$ cat src/rtl/ddr3_port_arbiter_if.sv
// Signal bundle between ddr3_port_arbiter and its two requesters plus the DDR3 controller user port.
interface ddr3_port_arbiter_if #(
   parameter int unsigned ADDR_W = 29,
   parameter int unsigned DATA_W = 256,
   parameter int unsigned MASK_W = 32
);
   logic              init_calib_complete;
   logic              p0_req;
   logic [2:0]        p0_cmd;
   logic [ADDR_W-1:0] p0_addr;
   logic [DATA_W-1:0] p0_wdata;
   logic [MASK_W-1:0] p0_wmask;
   logic              p0_ack;
   logic              p0_rvalid;
   logic              p1_req;
   logic [2:0]        p1_cmd;
   logic [ADDR_W-1:0] p1_addr;
   logic [DATA_W-1:0] p1_wdata;
   logic [MASK_W-1:0] p1_wmask;
   logic              p1_ack;
   logic              p1_rvalid;
   logic [DATA_W-1:0] rd_data;
   logic              cmd_ready;
   logic              wr_data_rdy;
   logic [2:0]        cmd;
   logic              cmd_en;
   logic [ADDR_W-1:0] addr;
   logic [DATA_W-1:0] wr_data;
   logic              wr_data_en;
   logic              wr_data_end;
   logic [MASK_W-1:0] wr_data_mask;
   logic              burst;
   logic [DATA_W-1:0] ctl_rd_data;
   logic              ctl_rd_valid;
   logic              rd_underflow;
   logic              busy;

   modport slave (
      input  init_calib_complete,
      input  p0_req, p0_cmd, p0_addr, p0_wdata, p0_wmask,
      input  p1_req, p1_cmd, p1_addr, p1_wdata, p1_wmask,
      input  cmd_ready, wr_data_rdy, ctl_rd_data, ctl_rd_valid,
      output p0_ack, p0_rvalid, p1_ack, p1_rvalid, rd_data,
      output cmd, cmd_en, addr, wr_data, wr_data_en, wr_data_end, wr_data_mask, burst,
      output rd_underflow, busy
   );

   modport master (
      output init_calib_complete,
      output p0_req, p0_cmd, p0_addr, p0_wdata, p0_wmask,
      output p1_req, p1_cmd, p1_addr, p1_wdata, p1_wmask,
      output cmd_ready, wr_data_rdy, ctl_rd_data, ctl_rd_valid,
      input  p0_ack, p0_rvalid, p1_ack, p1_rvalid, rd_data,
      input  cmd, cmd_en, addr, wr_data, wr_data_en, wr_data_end, wr_data_mask, burst,
      input  rd_underflow, busy
   );
endinterface

$ cat src/rtl/ddr3_port_arbiter.sv
// Round-robin sharing of one DDR3 controller user port between two single-beat requesters,
// with an in-order tag FIFO routing read data back to the port that issued each read.
module ddr3_port_arbiter #(
   parameter int unsigned ADDR_W   = 29,
   parameter int unsigned DATA_W   = 256,
   parameter int unsigned MASK_W   = 32,
   parameter int unsigned RD_DEPTH = 8
) (
   input logic                clk,
   input logic                rst_n,
   ddr3_port_arbiter_if.slave bus
);
   localparam int unsigned PTR_W  = $clog2(RD_DEPTH);
   localparam int unsigned CNT_W  = PTR_W + 1;
   localparam logic [2:0]  CMD_WR = 3'b000;
   localparam logic [2:0]  CMD_RD = 3'b001;

   typedef enum logic [1:0] {WAIT_CAL, IDLE, ISSUE} state_e;

   state_e            state_q, state_d;
   logic              port_q, port_d;
   logic              last_q, last_d;
   logic [2:0]        cmd_q, cmd_d;
   logic [ADDR_W-1:0] addr_q, addr_d;
   logic [DATA_W-1:0] wdata_q, wdata_d;
   logic [MASK_W-1:0] wmask_q, wmask_d;
   logic              win_c, fire_c, is_wr_c, full_c, empty_c, push_c, pop_c;

   logic [RD_DEPTH-1:0] tag_q;
   logic [PTR_W-1:0]    wr_ptr_q, rd_ptr_q;
   logic [CNT_W-1:0]    cnt_q;
   logic                rvalid0_q, rvalid1_q, underflow_q;
   logic [DATA_W-1:0]   rd_data_q;

   assign is_wr_c = (cmd_q == CMD_WR);
   assign full_c  = (cnt_q == CNT_W'(RD_DEPTH));
   assign empty_c = (cnt_q == '0);
   assign push_c  = fire_c && !is_wr_c;
   assign pop_c   = bus.ctl_rd_valid && !empty_c;

   // Arbitration and issue control; a tie goes to the port not granted last.
   always_comb begin
      state_d = state_q;
      port_d  = port_q;
      last_d  = last_q;
      cmd_d   = cmd_q;
      addr_d  = addr_q;
      wdata_d = wdata_q;
      wmask_d = wmask_q;
      win_c   = 1'b0;
      fire_c  = 1'b0;
      case (state_q)
         WAIT_CAL: begin
            if (bus.init_calib_complete) state_d = IDLE;
         end
         IDLE: begin
            if (bus.p0_req || bus.p1_req) begin
               win_c   = (bus.p0_req && bus.p1_req) ? !last_q : bus.p1_req;
               port_d  = win_c;
               cmd_d   = ((win_c ? bus.p1_cmd : bus.p0_cmd) == CMD_WR) ? CMD_WR : CMD_RD;
               addr_d  = win_c ? bus.p1_addr  : bus.p0_addr;
               wdata_d = win_c ? bus.p1_wdata : bus.p0_wdata;
               wmask_d = win_c ? bus.p1_wmask : bus.p0_wmask;
               state_d = ISSUE;
            end
         end
         ISSUE: begin
            fire_c = is_wr_c ? (bus.cmd_ready && bus.wr_data_rdy)
                             : (bus.cmd_ready && !full_c);
            if (fire_c) begin
               last_d  = port_q;
               state_d = IDLE;
            end
         end
         default: state_d = WAIT_CAL;
      endcase
   end

   always_ff @(posedge clk or negedge rst_n) begin
      if (!rst_n) begin
         state_q <= WAIT_CAL;
         port_q  <= 1'b0;
         last_q  <= 1'b1;
         cmd_q   <= '0;
         addr_q  <= '0;
         wdata_q <= '0;
         wmask_q <= '0;
      end else begin
         state_q <= state_d;
         port_q  <= port_d;
         last_q  <= last_d;
         cmd_q   <= cmd_d;
         addr_q  <= addr_d;
         wdata_q <= wdata_d;
         wmask_q <= wmask_d;
      end
   end

   // Tag FIFO and registered read return; a return with no tag is dropped and flagged.
   always_ff @(posedge clk or negedge rst_n) begin
      if (!rst_n) begin
         tag_q       <= '0;
         wr_ptr_q    <= '0;
         rd_ptr_q    <= '0;
         cnt_q       <= '0;
         rvalid0_q   <= 1'b0;
         rvalid1_q   <= 1'b0;
         rd_data_q   <= '0;
         underflow_q <= 1'b0;
      end else begin
         if (push_c) begin
            tag_q[wr_ptr_q] <= port_q;
            wr_ptr_q        <= wr_ptr_q + PTR_W'(1);
         end
         if (pop_c) begin
            rd_ptr_q  <= rd_ptr_q + PTR_W'(1);
            rd_data_q <= bus.ctl_rd_data;
         end
         case ({push_c, pop_c})
            2'b10:   cnt_q <= cnt_q + CNT_W'(1);
            2'b01:   cnt_q <= cnt_q - CNT_W'(1);
            default: cnt_q <= cnt_q;
         endcase
         rvalid0_q   <= pop_c && !tag_q[rd_ptr_q];
         rvalid1_q   <= pop_c &&  tag_q[rd_ptr_q];
         underflow_q <= underflow_q || (bus.ctl_rd_valid && empty_c);
      end
   end

   assign bus.p0_ack       = fire_c && !port_q;
   assign bus.p1_ack       = fire_c &&  port_q;
   assign bus.p0_rvalid    = rvalid0_q;
   assign bus.p1_rvalid    = rvalid1_q;
   assign bus.rd_data      = rd_data_q;
   assign bus.cmd          = cmd_q;
   assign bus.cmd_en       = fire_c;
   assign bus.addr         = addr_q;
   assign bus.wr_data      = wdata_q;
   assign bus.wr_data_en   = fire_c && is_wr_c;
   assign bus.wr_data_end  = fire_c && is_wr_c;
   assign bus.wr_data_mask = wmask_q;
   assign bus.burst        = 1'b0;
   assign bus.rd_underflow = underflow_q;
   assign bus.busy         = (state_q == ISSUE) || !empty_c;
endmodule

$ cat src/flat_wrapper.sv
// flat-port wrapper written by rule: the top's interface ports become plain ports
module ddr3_port_arbiter_flat 
#(
   parameter int unsigned ADDR_W   = 29,
   parameter int unsigned DATA_W   = 256,
   parameter int unsigned MASK_W   = 32,
   parameter int unsigned RD_DEPTH = 8
)
  (clk, rst_n, bus_init_calib_complete, bus_p0_req, bus_p0_cmd, bus_p0_addr, bus_p0_wdata, bus_p0_wmask, bus_p1_req, bus_p1_cmd, bus_p1_addr, bus_p1_wdata, bus_p1_wmask, bus_cmd_ready, bus_wr_data_rdy, bus_ctl_rd_data, bus_ctl_rd_valid, bus_p0_ack, bus_p0_rvalid, bus_p1_ack, bus_p1_rvalid, bus_rd_data, bus_cmd, bus_cmd_en, bus_addr, bus_wr_data, bus_wr_data_en, bus_wr_data_end, bus_wr_data_mask, bus_burst, bus_rd_underflow, bus_busy);
  ddr3_port_arbiter_if #(.ADDR_W(ADDR_W), .DATA_W(DATA_W), .MASK_W(MASK_W)) bus_i ();
  input logic clk;
  input logic rst_n;
  input wire logic [$bits(bus_i.init_calib_complete)-1:0] bus_init_calib_complete;
  input wire logic [$bits(bus_i.p0_req)-1:0] bus_p0_req;
  input wire logic [$bits(bus_i.p0_cmd)-1:0] bus_p0_cmd;
  input wire logic [$bits(bus_i.p0_addr)-1:0] bus_p0_addr;
  input wire logic [$bits(bus_i.p0_wdata)-1:0] bus_p0_wdata;
  input wire logic [$bits(bus_i.p0_wmask)-1:0] bus_p0_wmask;
  input wire logic [$bits(bus_i.p1_req)-1:0] bus_p1_req;
  input wire logic [$bits(bus_i.p1_cmd)-1:0] bus_p1_cmd;
  input wire logic [$bits(bus_i.p1_addr)-1:0] bus_p1_addr;
  input wire logic [$bits(bus_i.p1_wdata)-1:0] bus_p1_wdata;
  input wire logic [$bits(bus_i.p1_wmask)-1:0] bus_p1_wmask;
  input wire logic [$bits(bus_i.cmd_ready)-1:0] bus_cmd_ready;
  input wire logic [$bits(bus_i.wr_data_rdy)-1:0] bus_wr_data_rdy;
  input wire logic [$bits(bus_i.ctl_rd_data)-1:0] bus_ctl_rd_data;
  input wire logic [$bits(bus_i.ctl_rd_valid)-1:0] bus_ctl_rd_valid;
  output wire logic [$bits(bus_i.p0_ack)-1:0] bus_p0_ack;
  output wire logic [$bits(bus_i.p0_rvalid)-1:0] bus_p0_rvalid;
  output wire logic [$bits(bus_i.p1_ack)-1:0] bus_p1_ack;
  output wire logic [$bits(bus_i.p1_rvalid)-1:0] bus_p1_rvalid;
  output wire logic [$bits(bus_i.rd_data)-1:0] bus_rd_data;
  output wire logic [$bits(bus_i.cmd)-1:0] bus_cmd;
  output wire logic [$bits(bus_i.cmd_en)-1:0] bus_cmd_en;
  output wire logic [$bits(bus_i.addr)-1:0] bus_addr;
  output wire logic [$bits(bus_i.wr_data)-1:0] bus_wr_data;
  output wire logic [$bits(bus_i.wr_data_en)-1:0] bus_wr_data_en;
  output wire logic [$bits(bus_i.wr_data_end)-1:0] bus_wr_data_end;
  output wire logic [$bits(bus_i.wr_data_mask)-1:0] bus_wr_data_mask;
  output wire logic [$bits(bus_i.burst)-1:0] bus_burst;
  output wire logic [$bits(bus_i.rd_underflow)-1:0] bus_rd_underflow;
  output wire logic [$bits(bus_i.busy)-1:0] bus_busy;
  assign bus_i.init_calib_complete = bus_init_calib_complete;
  assign bus_i.p0_req = bus_p0_req;
  assign bus_i.p0_cmd = bus_p0_cmd;
  assign bus_i.p0_addr = bus_p0_addr;
  assign bus_i.p0_wdata = bus_p0_wdata;
  assign bus_i.p0_wmask = bus_p0_wmask;
  assign bus_i.p1_req = bus_p1_req;
  assign bus_i.p1_cmd = bus_p1_cmd;
  assign bus_i.p1_addr = bus_p1_addr;
  assign bus_i.p1_wdata = bus_p1_wdata;
  assign bus_i.p1_wmask = bus_p1_wmask;
  assign bus_i.cmd_ready = bus_cmd_ready;
  assign bus_i.wr_data_rdy = bus_wr_data_rdy;
  assign bus_i.ctl_rd_data = bus_ctl_rd_data;
  assign bus_i.ctl_rd_valid = bus_ctl_rd_valid;
  assign bus_p0_ack = bus_i.p0_ack;
  assign bus_p0_rvalid = bus_i.p0_rvalid;
  assign bus_p1_ack = bus_i.p1_ack;
  assign bus_p1_rvalid = bus_i.p1_rvalid;
  assign bus_rd_data = bus_i.rd_data;
  assign bus_cmd = bus_i.cmd;
  assign bus_cmd_en = bus_i.cmd_en;
  assign bus_addr = bus_i.addr;
  assign bus_wr_data = bus_i.wr_data;
  assign bus_wr_data_en = bus_i.wr_data_en;
  assign bus_wr_data_end = bus_i.wr_data_end;
  assign bus_wr_data_mask = bus_i.wr_data_mask;
  assign bus_burst = bus_i.burst;
  assign bus_rd_underflow = bus_i.rd_underflow;
  assign bus_busy = bus_i.busy;
  ddr3_port_arbiter #(.ADDR_W(ADDR_W), .DATA_W(DATA_W), .MASK_W(MASK_W), .RD_DEPTH(RD_DEPTH)) u_core (.clk(clk), .rst_n(rst_n), .bus(bus_i));
endmodule
$ cat config.mk
export PLATFORM = sky130hd
export DESIGN_NAME = ddr3_port_arbiter_flat
export DESIGN_NICKNAME = d
export VERILOG_FILES = /design/src/rtl/ddr3_port_arbiter_if.sv /design/src/rtl/ddr3_port_arbiter.sv /design/src/flat_wrapper.sv
export SDC_FILE = /design/constraint.sdc
export NUM_CORES = 1
export LEC_CHECK = 0
export CAP_MARGIN = 0
export CORE_AREA = 2 2 580 582
export CTS_CLUSTER_SIZE = 30
export DETAILED_ROUTE_END_ITERATION = 10
export DIE_AREA = 0 0 582 584
export PLACE_DENSITY_LB_ADDON = 0.2
export SETUP_SLACK_MARGIN = 0.15
export SYNTH_ARGS = -nofsm -noshare
export SYNTH_HDL_FRONTEND = slang
export SYNTH_SLANG_ARGS = --single-unit
$ cat constraint.sdc
create_clock -name clk -period 6.68 [get_ports clk]
set_input_delay 1.336 -clock clk [delete_from_list [all_inputs] [get_ports clk]]
set_output_delay 1.336 -clock clk [all_outputs]
set_load 0.02 [all_outputs]
; ---- Word-level counts from Yosys, hierarchy flattened
; Index checks and enable logic that the tools add are counted.
[classes]
n_reduce_logical = 29
mux = 18
order_cmp = 3
add_sub_neg = 4
n_eq_ne = 8
[ops]
columns = operator, n
row1 = 2-to-1 mux 256 bit, 1
row2 = 2-to-1 mux 32 bit, 1
row3 = 2-to-1 mux 29 bit, 1
row4 = logical AND 1 bit, 12
row5 = bitwise mux 8 bit, 1
row6 = < comparator 3 x 4 -> 1 bit (second input constant), 2
row7 = case mux 4 bit (2 select lines), 1
row8 = adder 3 x 1 -> 3 bit (second input constant), 2
row9 = logical NOT 1 bit, 6
row10 = logical NOT 3 bit, 2
row11 = 2-to-1 mux 1 bit, 6
row12 = 2-to-1 mux 2 bit, 3
row13 = case mux 2 bit (3 select lines), 1
row14 = adder 4 x 1 -> 4 bit (second input constant), 1
row15 = == test 2 x 1 -> 1 bit (second input constant), 2
row16 = == test 2 bit (second input constant), 2
row17 = == test 4 bit (second input constant), 1
row18 = logical NOT 4 bit, 1
row19 = inequality test 2 x 1 -> 1 bit (second input constant), 2
row20 = AND reduction 2 bit, 2
row21 = subtractor 4 x 1 -> 4 bit (second input constant), 1
row22 = binary-select mux 1 bit (select 3 bit), 1
row23 = demux 1 bit (select 3 bit), 1
row24 = >= comparator 3 x 1 -> 1 bit (second input constant), 1
row25 = 6 further kinds, 8
[word_totals]
output_inout_bits = 586
elab_cells = 77
reg_bits = 601

; ---- Longest topological paths before layout
[depth]
depth_word = 8
mapped_depth = 11

; ---- Worst setup path after synthesis
; OpenSTA, ideal clock, no wires.
[synth_path]
kind = input -> output
from = input bus_cmd_ready
to = output bus_wr_data_end
setup_slack_ns = 2.895
required_time_ns = 5.344
n_path_buf = 1
arrival_ns = 2.449
stages = 3
path_cell_list = inv_1 nor4_1 buf_4
[synth_between]
elab_chain_len = 4
word_cells_on_any_way = 5
[synth_lines]
columns = element, line_no
row1 = start: declaration, flat_wrapper.sv:24  ; input wire logic [$bits(bus_i.cmd_ready)-1:0] bus_cmd_ready;
row2 = "logical AND 1 bit, on equally long branches", "ddr3_port_arbiter.sv:69, ddr3_port_arbiter.sv:68"
row3 = 2-to-1 mux 1 bit (*), ddr3_port_arbiter.sv:68  ; fire_c = is_wr_c ? (bus.cmd_ready && bus.wr_data_rdy)
row4 = 2-to-1 mux 1 bit (*), ddr3_port_arbiter.sv:52  ; case (state_q)
row5 = logical AND 1 bit (*), -
row6 = end: declaration, flat_wrapper.sv:38  ; output wire logic [$bits(bus_i.wr_data_end)-1:0] bus_wr_data_end;
; Mark *: on every way between the ends. The rest lies on a longest branch, timed or not.

; ---- Worst setup path in the final report
[layout_path]
from = input bus_cmd_ready
to = output bus_p0_ack
[layout_between]
elab_chain_len = 4
word_cells_on_any_way = 5
[layout_lines]
columns = element, line_no
row1 = "logical AND 1 bit, on equally long branches", "ddr3_port_arbiter.sv:69, ddr3_port_arbiter.sv:68"
row2 = 2-to-1 mux 1 bit (*), ddr3_port_arbiter.sv:68
row3 = 2-to-1 mux 1 bit (*), ddr3_port_arbiter.sv:52
row4 = logical AND 1 bit (*), ddr3_port_arbiter.sv:130  ; assign bus.p0_ack = fire_c && !port_q;
row5 = end: declaration, flat_wrapper.sv:28  ; output wire logic [$bits(bus_i.p0_ack)-1:0] bus_p0_ack;
; Marked as above.

==> flow_metrics.env <==
export IMPL_status="finished, final reports clean"
export IMPL_path_max_fanout=5
export IMPL_fp_dieW_um=582
export IMPL_antenna_found_initial=97
export IMPL_register_area_sq_um=15000
export IMPL_synth_distinct_cells=49
export IMPL_cp_slowest_cell="clkdlybuf4s50_1"
export IMPL_yosysSeqAreaShare_pct=55.0
export IMPL_reg2reg_depth=7
export IMPL_start_kind="primary input"
export IMPL_multi_input_area_sq_um=11600
export IMPL_synthToLayoutAreaGrowth_pct=84.7
export IMPL_first_iter_violations=737
export IMPL_drv_cap=0
export IMPL_hold_viol=0
export IMPL_synth_top_cell_area_share_pct=54.9
export IMPL_cp_arrival_ps=3440
export IMPL_clock_insertion_delay_worst_skew_ps=790
export IMPL_cp_common_cell="clkdlybuf4s50_1"
export IMPL_synthesis_area_sq_um=27300
export IMPL_dpl_hpwl_um=178000
export IMPL_hold_buffers=0
export IMPL_period_minus_slack_ps=4770
export IMPL_ys_warn_count=0
export IMPL_cts_tree="done"
export IMPL_synthFlopType="dfrtp_1"
export IMPL_cp_cell_sequence="clkdlybuf4s50_1, inv_1, a2111oi_4, nor2b_1, clkdlybuf4s50_1"
export IMPL_cts_buffer_depth=4
export IMPL_cp_end_kind="output port"
export IMPL_numPortBuffers=1486
export IMPL_hold_end="u_core.bus.rd_underflow"
export IMPL_ctsHtreeMaxLevel=3
export IMPL_drt_first_pass_iters=6
export IMPL_netlist_top_cells_area="dfrtp_1, mux2_2, mux2_4"
export IMPL_synth_seq_cells=599
export IMPL_finalNonFillerCells=7694
export IMPL_grt_max_degree=130
export IMPL_grt_pass1_vias=22900
export IMPL_clk_pin_slew_ps=50
export IMPL_cts_post_setup_buffers_inserted=0
export IMPL_ir_worst_vdd_mv=0.183
export IMPL_postPlaceCellArea_sq_um=47300
export IMPL_rr_startpoint="u_core.cnt_q[0]"
export IMPL_coreArea_sq_um=333000
export IMPL_avgSynthCellArea_sq_um=16.1
export IMPL_relSlewSlack_pct=27.1
export IMPL_required_ps=5340
export IMPL_grtUsageTotal_pct=12.0
export IMPL_async_reset_ff_share_pct=100
export IMPL_cts_buffers=94
export IMPL_die_area_sq_um=340000
export IMPL_vias=20900
export IMPL_wl_per_cell_um=27.4
export IMPL_ios=1490
export IMPL_max_stage_delay_ps=680
export IMPL_r2r_end="u_core.cnt_q[3]"
export IMPL_worst_hold_slack_ps=469
export IMPL_worst_path_buf_inv=3
export IMPL_fin_nets=4119
export IMPL_tns_ps=0
export IMPL_max_freq_ghz=0.210
export IMPL_r2r_slack_ps=3560
export IMPL_cts_resized=0
export IMPL_dieHeight_um=584
export IMPL_min_path_type="flop to flop"
export IMPL_cts_sinks=599
export IMPL_worst_hold_path_num_cells=1
export IMPL_overflow=0
export IMPL_place_gp_congestion=0.829
export IMPL_ant_nets=0
export IMPL_worst_slack_ps=1910
export IMPL_tightest_slew_ps=1090
export IMPL_synth_enable_flop_cells=0
export IMPL_setup_violations=0
export IMPL_p_leak_nw=19.1
export IMPL_drt_total_wl_um=211000
export IMPL_synth_area_leader_cell="dfrtp_1"
export IMPL_drive_above_1_share_pct=33.5
export IMPL_rsz0062_at_grt="no"
export IMPL_dp_slack_ps=1950
export IMPL_start_util_pct=8.19
export IMPL_dp_cells=7501
export IMPL_synthCells=1696
export IMPL_worstSetupPathType="primary input to output port"
export IMPL_viasPerCell=2.72
export IMPL_hp_start="u_core.bus.rd_underflow"
export IMPL_drc=0
export IMPL_maxSlewViolCount=0
export IMPL_root_buffer="clkbuf_16"
export IMPL_path_delay_family="buffers and inverters"
export IMPL_fin_crit_sh_pct=71.4
export IMPL_grt_pass1_wl_um=264000
export IMPL_fin_area_sq_um=50400
export IMPL_powerDensity_nw_per_um2=437
export IMPL_fillers=37000
export IMPL_skew_ps=45.7
export IMPL_num_rows=212
## flip-flops by register name, summed over array words and instances, names as in the netlist
| register | cells |
|---|---|
| u_core.bus.rd_data | 256 |
| u_core.rd_ptr_q | 3 |
| u_core.last_q | 1 |
| u_core.bus.p0_rvalid | 1 |
| u_core.bus.addr | 29 |
| u_core.port_q | 1 |
| u_core.bus.p1_rvalid | 1 |
| u_core.wr_ptr_q | 3 |
| u_core.bus.wr_data | 256 |
| u_core.bus.rd_underflow | 1 |
| u_core.tag_q | 8 |
| u_core.bus.cmd | 1 |
| u_core.state_q | 2 |
| u_core.cnt_q | 4 |
| u_core.bus.wr_data_mask | 32 |
## power by group
group          switching [mW]  internal, mW
combinational            5.92          4.93
clock                    2.00          2.99
sequential               1.07          5.13
## per-layer routing
metal	routed length [um]	track usage, %	share of wire, %	vias up
met3	28200	7.13	13	249
met5	409	0	0.19	-
met2	98500	19.8	47	1085
met4	4310	2.52	2.0	64
li1	-	-	-	9218
met1	79800	13.1	38	10300
## placed cells by master, fill, tap and decap left out, types with 6 or more instances in the layout
| cell | n |
|---|---|
| buf_12 | 8 |
| dfrtp_1 | 598 |
| mux2i_1 | 7 |
| buf_4 | 37 |
| clkbuf_8 | 21 |
| clkbuf_1 | 19 |
| mux2_4 | 190 |
| clkinv_2 | 17 |
| clkdlybuf4s50_1 | 1477 |
| nor4_1 | 6 |
| mux2_2 | 710 |
| clkbuf_16 | 95 |
| nor2_1 | 6 |
| diode_2 | 31 |
## logic make-up (layout without fill, tap and decap cells)
logic type	Yosys count	count (layout)	synth area share (%)
flip-flops	599	599	55.0
buffers and inverters	112	1690	2.77
AO/OA/AOI/OAI	16	16	0.495
other	1	34	0.0137
AND/OR/NAND/NOR	46	46	1.16
multiplexers	910	910	40.2
adder cells (fa/ha/maj)	5	5	0.229
XOR/XNOR	7	7	0.225
## Yosys cell counts, types with 2 or more instances
| library cell | instances |
|---|---|
| mux2_1 | 3 |
| xnor2_1 | 3 |
| nand2b_1 | 3 |
| buf_4 | 5 |
| nor2b_1 | 4 |
| nand3b_1 | 3 |
| nand4b_1 | 2 |
| nand2_1 | 5 |
| inv_1 | 4 |
| mux2_2 | 710 |
| buf_6 | 31 |
| mux2_4 | 190 |
| buf_2 | 66 |
| o21ai_0 | 3 |
| mux2i_1 | 7 |
| clkbuf_1 | 5 |
| nor2_1 | 6 |
| nor3_1 | 5 |
| xor2_1 | 4 |
| nor4_1 | 6 |
| ha_1 | 5 |
| dfrtp_1 | 598 |
| a21o_1 | 2 |
## cell type report
cell class | count | share of cell area [%]
inverter | 5 | 0.0521
antenna | 31 | 0.154
tap | 4387 | 10.9
clock buffer | 135 | 5.43
clock inverter | 27 | 0.549
sequential | 599 | 29.8
timing repair buffer | 1523 | 30.2
multi-input combinational | 987 | 22.9
## stage by stage
stage               util (%)  power, mW
detailed placement      14.2       17.6
global placement        14.2       17.6
global route            15.1       23.3
finish                  15.1       22.0
floorplan                  -       10.7
CTS                     15.1       22.9
## how the worst max path moves through the flow
stage	startpoint	end	cells after the start
after global placement	bus_cmd_ready	bus_p0_ack	5
after global routing	bus_cmd_ready	bus_wr_data_en	4
final	bus_cmd_ready	bus_p0_ack	5
after floorplan	bus_cmd_ready	bus_wr_data_end	3
after CTS	bus_cmd_ready	bus_wr_data_en	4
after detailed placement	bus_cmd_ready	bus_p0_ack	5
Power figures use the tool's default switching activity.
